--- src/rtl/gpio_in_cond.sv ---
// GPIO input conditioning: 2-flop synchroniser, optional debounce, sticky edge-pending bits and irq.
// Define GPIO_DEBOUNCE_EN to build the per-bit debounce counters; otherwise stable_out follows sync2.
module gpio_in_cond #(
  parameter int WIDTH           = 32,
  parameter int DEBOUNCE_CYCLES = 16
) (
  input  logic             clk,
  input  logic             rst_n,
  input  logic [WIDTH-1:0] pin_in,
  input  logic [WIDTH-1:0] rise_en,
  input  logic [WIDTH-1:0] fall_en,
  input  logic [WIDTH-1:0] irq_mask,
  input  logic             clr_valid,
  input  logic [WIDTH-1:0] clr_mask,
  output logic [WIDTH-1:0] stable_out,
  output logic [WIDTH-1:0] pending,
  output logic             irq
);

  if (WIDTH < 1 || DEBOUNCE_CYCLES < 1) begin : g_bad_cfg
    $error("gpio_in_cond: WIDTH and DEBOUNCE_CYCLES must be >= 1");
  end

  logic [WIDTH-1:0] sync1;
  logic [WIDTH-1:0] sync2;
  logic [WIDTH-1:0] stable_nxt;
  logic [WIDTH-1:0] set_ev;
  logic [WIDTH-1:0] clr_bits;
  logic [WIDTH-1:0] pending_nxt;

  always_ff @(posedge clk or negedge rst_n) begin
    if (!rst_n) begin
      sync1 <= '0;
      sync2 <= '0;
    end else begin
      sync1 <= pin_in;
      sync2 <= sync1;
    end
  end

`ifdef GPIO_DEBOUNCE_EN
  localparam int CW = $clog2(DEBOUNCE_CYCLES + 1);
  localparam logic [CW-1:0] CNT_LAST = CW'(DEBOUNCE_CYCLES - 1);

  logic [CW-1:0] cnt     [WIDTH];
  logic [CW-1:0] cnt_nxt [WIDTH];

  // Any return of sync2 to the accepted level restarts that bit's count from zero.
  always_comb begin
    stable_nxt = stable_out;
    for (int unsigned i = 0; i < WIDTH; i++) begin
      cnt_nxt[i] = '0;
      if (sync2[i] != stable_out[i]) begin
        if (cnt[i] == CNT_LAST) stable_nxt[i] = sync2[i];
        else                    cnt_nxt[i]    = cnt[i] + CW'(1);
      end
    end
  end

  always_ff @(posedge clk or negedge rst_n) begin
    if (!rst_n) cnt <= '{default: '0};
    else        cnt <= cnt_nxt;
  end
`else
  always_comb stable_nxt = sync2;
`endif

  // Edges are taken from the next-state level so pending sets on the same edge stable_out moves.
  always_comb begin
    set_ev      = (~stable_out & stable_nxt & rise_en) | (stable_out & ~stable_nxt & fall_en);
    clr_bits    = clr_valid ? clr_mask : '0;
    pending_nxt = (pending & ~clr_bits) | set_ev;
  end

  always_ff @(posedge clk or negedge rst_n) begin
    if (!rst_n) begin
      stable_out <= '0;
      pending    <= '0;
    end else begin
      stable_out <= stable_nxt;
      pending    <= pending_nxt;
    end
  end

  assign irq = |(pending & irq_mask);

endmodule

--- config.mk ---
export PLATFORM = sky130hd
export DESIGN_NAME = gpio_in_cond
export DESIGN_NICKNAME = d
export VERILOG_FILES = /design/src/rtl/gpio_in_cond.sv
export SDC_FILE = /design/constraint.sdc
export NUM_CORES = 1
export LEC_CHECK = 0
export BUFFER_PORTS_ARGS = -buffer_cell sky130_fd_sc_hd__buf_2
export CORE_UTILIZATION = 25
export DETAILED_ROUTE_END_ITERATION = 10
export PLACE_DENSITY = 0.54
export SYNTH_ARGS = -nofsm -noshare
export SYNTH_HDL_FRONTEND = slang
export SYNTH_SLANG_ARGS = --single-unit
--- constraint.sdc ---
create_clock -name clk -period 2.07 [get_ports clk]
set_clock_uncertainty 0.05 [all_clocks]
set_input_delay 0.621 -clock clk [delete_from_list [all_inputs] [get_ports clk]]
set_output_delay 0.621 -clock clk [all_outputs]
set_load 0.005 [all_outputs]
== After elaboration in Yosys (flattened, before gate mapping) ==
Index checks and enable logic that the tools add are counted.
Cells by class
  add/sub/neg operators: 0
  multipliers: 0
  div/mod/pow operators: 0
  $lt $le $gt $ge: 0
  eq/ne operators: 0
  shifts and indexed selects: 0
  muxes and demuxes: 1
  bitwise logic cells: 11
  reduce and logical (&&, ||, !) cells: 1
Operator list (number)
  32-bit bitwise AND: 6
  32-bit NOT: 3
  32-bit bitwise OR: 2
  32-bit 2-to-1 mux: 1
  32-bit OR reduction: 1
Storage, ports and cells
  register bits: 128
  latch bits: 0
  RAM bits: 0
  bits in read-only memories: 0
  output and inout port bits: 65
  memories: 0

== Depth between registers and ports, before layout ==
  depth after elaboration: 5
  gate-level depth with buffers: 4
  mapped depth without buffers: 3

== Worst setup path before layout ==
Ideal clock, no wire load.
  kind: input -> output
  start: in irq_mask[3]
  end: out irq
  arrival: 1403 ps
  setup slack: -4 ps
  stages on the path: 3
  path buffers: 0
  cells stage by stage: a22oi_1 > nand4_1 > or4_1
On the way
  longest elaborated chain between the ends: 2
Ends and longest elaborated chain
  start: declaration: line 12  | input logic [WIDTH-1:0] irq_mask,
  32-bit bitwise AND: line 85  | assign irq = |(pending & irq_mask);
  32-bit OR reduction: line 85
  end: declaration: line 17  | output logic irq
No other way between the ends.

== Worst setup path in the final report ==
  start: reg pending[3]
  end: out irq
On the way
  longest elaborated chain between the ends: 2
Ends and longest elaborated chain
  start: declaration: line 16  | output logic [WIDTH-1:0] pending,
  start signal: assignment: line 81  | pending <= pending_nxt;
  32-bit bitwise AND: line 85
  32-bit OR reduction: line 85
No other way between the ends.

==> impl_metrics.py <==
metrics = {
    "die": {
        "die_area_um2": 17200,
        "die_w_um": 131,
        "initial_core_util_pct": 25.9,
        "rows": 46,
        "ioPinCount": 228,
        "placeableCoreArea_um2": 16100,
        "die_h_um": 131,
    },
    "global_routing": {
        "grt_pass1_vias": 3635,
        "gr-usage-all-layers_pct": 13.6,
        "grt_pass1_wl_um": 18200,
        "grt_remaining_overflow": 0,
        "antenna_found_initial": 1,
        "grt_max_degree": 46,
    },
    "synthesis": {
        "ys_top_cells_by_area": "dfrtp_1 77%, a32oi_1 6.7%, nand2_1 5.7%, o21ai_0 3.8%, inv_1 2.9%",
        "synth.distinct_cells": 10,
        "yosys.area_share.adder_pct": 0,
        "synthCells": 312,
        "syn_area_um2": 4180,
        "yosysTopAreaCell": "dfrtp_1",
        "synth.avg_cell_area_um2": 13.4,
        "synthMuxAreaShare_pct": 0,
        "synth_top_area_share_pct": 76.6,
        "synth_xor_area_share_pct": 0,
        "synth-seq-cells": 128,
        "synth_top_family_by_area": "compound AO/OA/AOI/OAI gates",
        "synth_compound_area_share_pct": 13.6,
        "ys_seq_area_share_pct": 76.6,
        "ys.warnings.count": 0,
        "yosys.area_share.simple_pct": 6.52,
        "syn_nets": 475,
    },
    "final_layout": {
        "multi_input_area_um2": 877,
        "ff_latch_area_um2": 3200,
        "nFillCells": 1572,
        "drive_gt1_share_pct": 48.9,
        "syn_to_final_growth_pct": 53.9,
        "layout_common_cells": "226 x buf_2, 128 x dfrtp_1, 64 x nand2_1",
        "nets": 751,
        "final_common_cell": "buf_2",
        "antennaDiodeCount": 0,
    },
    "sta": {
        "min_period_ns": 2.59,
        "slew_headroom_pct": 71.8,
        "hold_viol": 0,
        "tightest_slew_ns": 0.423,
        "setup_viol": 1,
        "setup_slack_ns": -0.519,
        "drv_slew": 0,
        "hold-worst-slack_ns": 0.100,
        "rsz0062_at_grt": "yes",
        "fin_tns_setup_ns": -0.519,
        "min_period_over_period_pct": 125,
        "fmax_mhz": 386,
    },
    "setup_path": {
        "worstPathMaxFanout": 2,
        "cp_slowest_stage_delay_ns": 0.48,
        "rr_endpoint": "pending[16]",
        "worstRegToRegCells": 3,
        "cp_num_cells": 4,
        "critPathCapture": "irq",
        "path_buf_inv": 1,
        "arrival_ns": 1.92,
        "startpoint_type": "register",
        "path_delay_family": "simple AND/OR/NAND/NOR gates",
        "worst_ep_required_time_ns": 1.40,
        "worstPathCellList": "a22oi_2 > nand4_1 > or4_4 > buf_2",
        "slowest_stage": "or4_4",
        "critPathCaptureType": "output port",
        "r2r-start": "pending[16]",
        "path_class": "register to output port",
        "cp-startpoint": "pending[3]",
        "r2r_setup_slack_ns": 1.07,
    },
    "clocking": {
        "root_buffer": "clkbuf_16",
        "cts_tree": "built",
        "clk_path_buf_depth": 2,
        "htreeDepth": 4,
        "cts_setup_buffers": 0,
        "clk_pin_slew_ns": 0.05,
        "cts_buffers": 17,
        "clock-sinks": 128,
        "clk_latency_ns": 0.40,
    },
    "status": {
        "status": "complete, but fails checks",
        "failed_checks": "setup timing",
    },
    "routing": {
        "drtAntennaViolNets": 0,
        "drc": 0,
        "via_count": 3469,
        "maxUsedRoutingLayer": "met5",
        "dr_wl_met3_um": 740,
        "wl_um": 11300,
        "met1_length_um": 4750,
        "drtPass1Iterations": 4,
        "routedWlPerCell_um": 13.9,
        "drt_iter0_drc": 124,
        "wl_met2_um": 5690,
        "avgViaCountPerCell": 4.25,
    },
    "placement": {
        "place_congestion": 0.826,
        "dp_slack_ns": -0.651,
        "dp_hpwl_um": 8730,
        "io_buffer_count": 227,
    },
    "job": {
        "maxCapViolations": 0,
    },
    "power": {
        "powerDensity_nw_per_um2": 959,
        "leakage_nw": 3.25,
        "worst_ir_drop_vdd_mv": 0.537,
        "power_mw": 6.17,
    },
    "hold_path": {
        "worstHoldPathType": "input port to asynchronous set/reset pin",
    },
}
stage by stage:
| stage | cells | util, % | instance area (µm²) |
|---|---|---|---|
| 6_report | 817 | 39.9 | 6430 |
| 3_3_place_gp | 785 | 36.5 | 5870 |
| 2_1_floorplan | 312 | - | 4190 |
| 4_1_cts | 817 | 39.9 | 6420 |
| 5_1_grt | 817 | 39.9 | 6430 |
| 3_5_place_dp | 785 | 36.5 | 5870 |
synth_stat cells, drive strengths merged:
master,n
buf,3
a22oi,16
a32oi,32
or4,1
o21ai,32
nand2,64
inv,32
nand4,4
dfrtp,128
cell families (layout without fill, tap and decap cells):
group	Yosys count	in the layout
AND/OR/NAND/NOR	69	69
flip-flops	128	128
AO/OA/AOI/OAI	80	80
buffers and inverters	35	324
power breakdown:
part / total [mW] / switching [mW] / internal, mW / leakage, nW
clock network: 2.67 / 0.960 / 1.71 / 0.262
registers: 2.82 / 0.126 / 2.69 / 1.48
logic: 0.686 / 0.299 / 0.388 / 1.50
state kept, by name, summed over array words and instances, names as in the netlist:
name and cells:
pending 32, stable_nxt 32, stable_out 32, sync1 32
worst min-delay path by stage:
stage                     slack, ns  depth (start not counted)      start              to
after floorplan                0.28                          0      rst_n      pending[0]
after global placement         0.28                          0  sync1[10]  stable_nxt[10]
after detailed placement       0.28                          0   sync1[0]   stable_nxt[0]
after CTS                       0.1                          1      rst_n   stable_out[2]
after global routing           0.11                          1      rst_n  stable_out[26]
final                           0.1                          1      rst_n      pending[2]
worst reg2reg max path: cells and delay by family (launching register included):
family | cells | cell delay [ns]
flops | 1 | 0.42
compound gates | 2 | 0.25
buf+inv | 1 | 0.16
layer usage:
metal | vias up | global-route usage, %
met1 | 1674 | 16.0
met4 | 2 | 4.33
met3 | 13 | 4.75
met2 | 132 | 23.1
met5 | - | 0
li1 | 1648 | -
area by class of cell:
cell class | instances | share of cell area, %
clock buffer | 26 | 7.45
multi-input combinational | 149 | 13.6
inverter | 32 | 1.87
timing repair buffer | 260 | 22.2
tap | 216 | 4.20
clock inverter | 6 | 0.894
sequential | 128 | 49.8
repair_timing:
item                                    in CTS  in global routing
endpoints found under the setup margin       1                  1
resized for setup                            3                  2
pin swaps                                    1                  1
hold buffers                                 0                  0
Power figures use the tool's default switching activity.
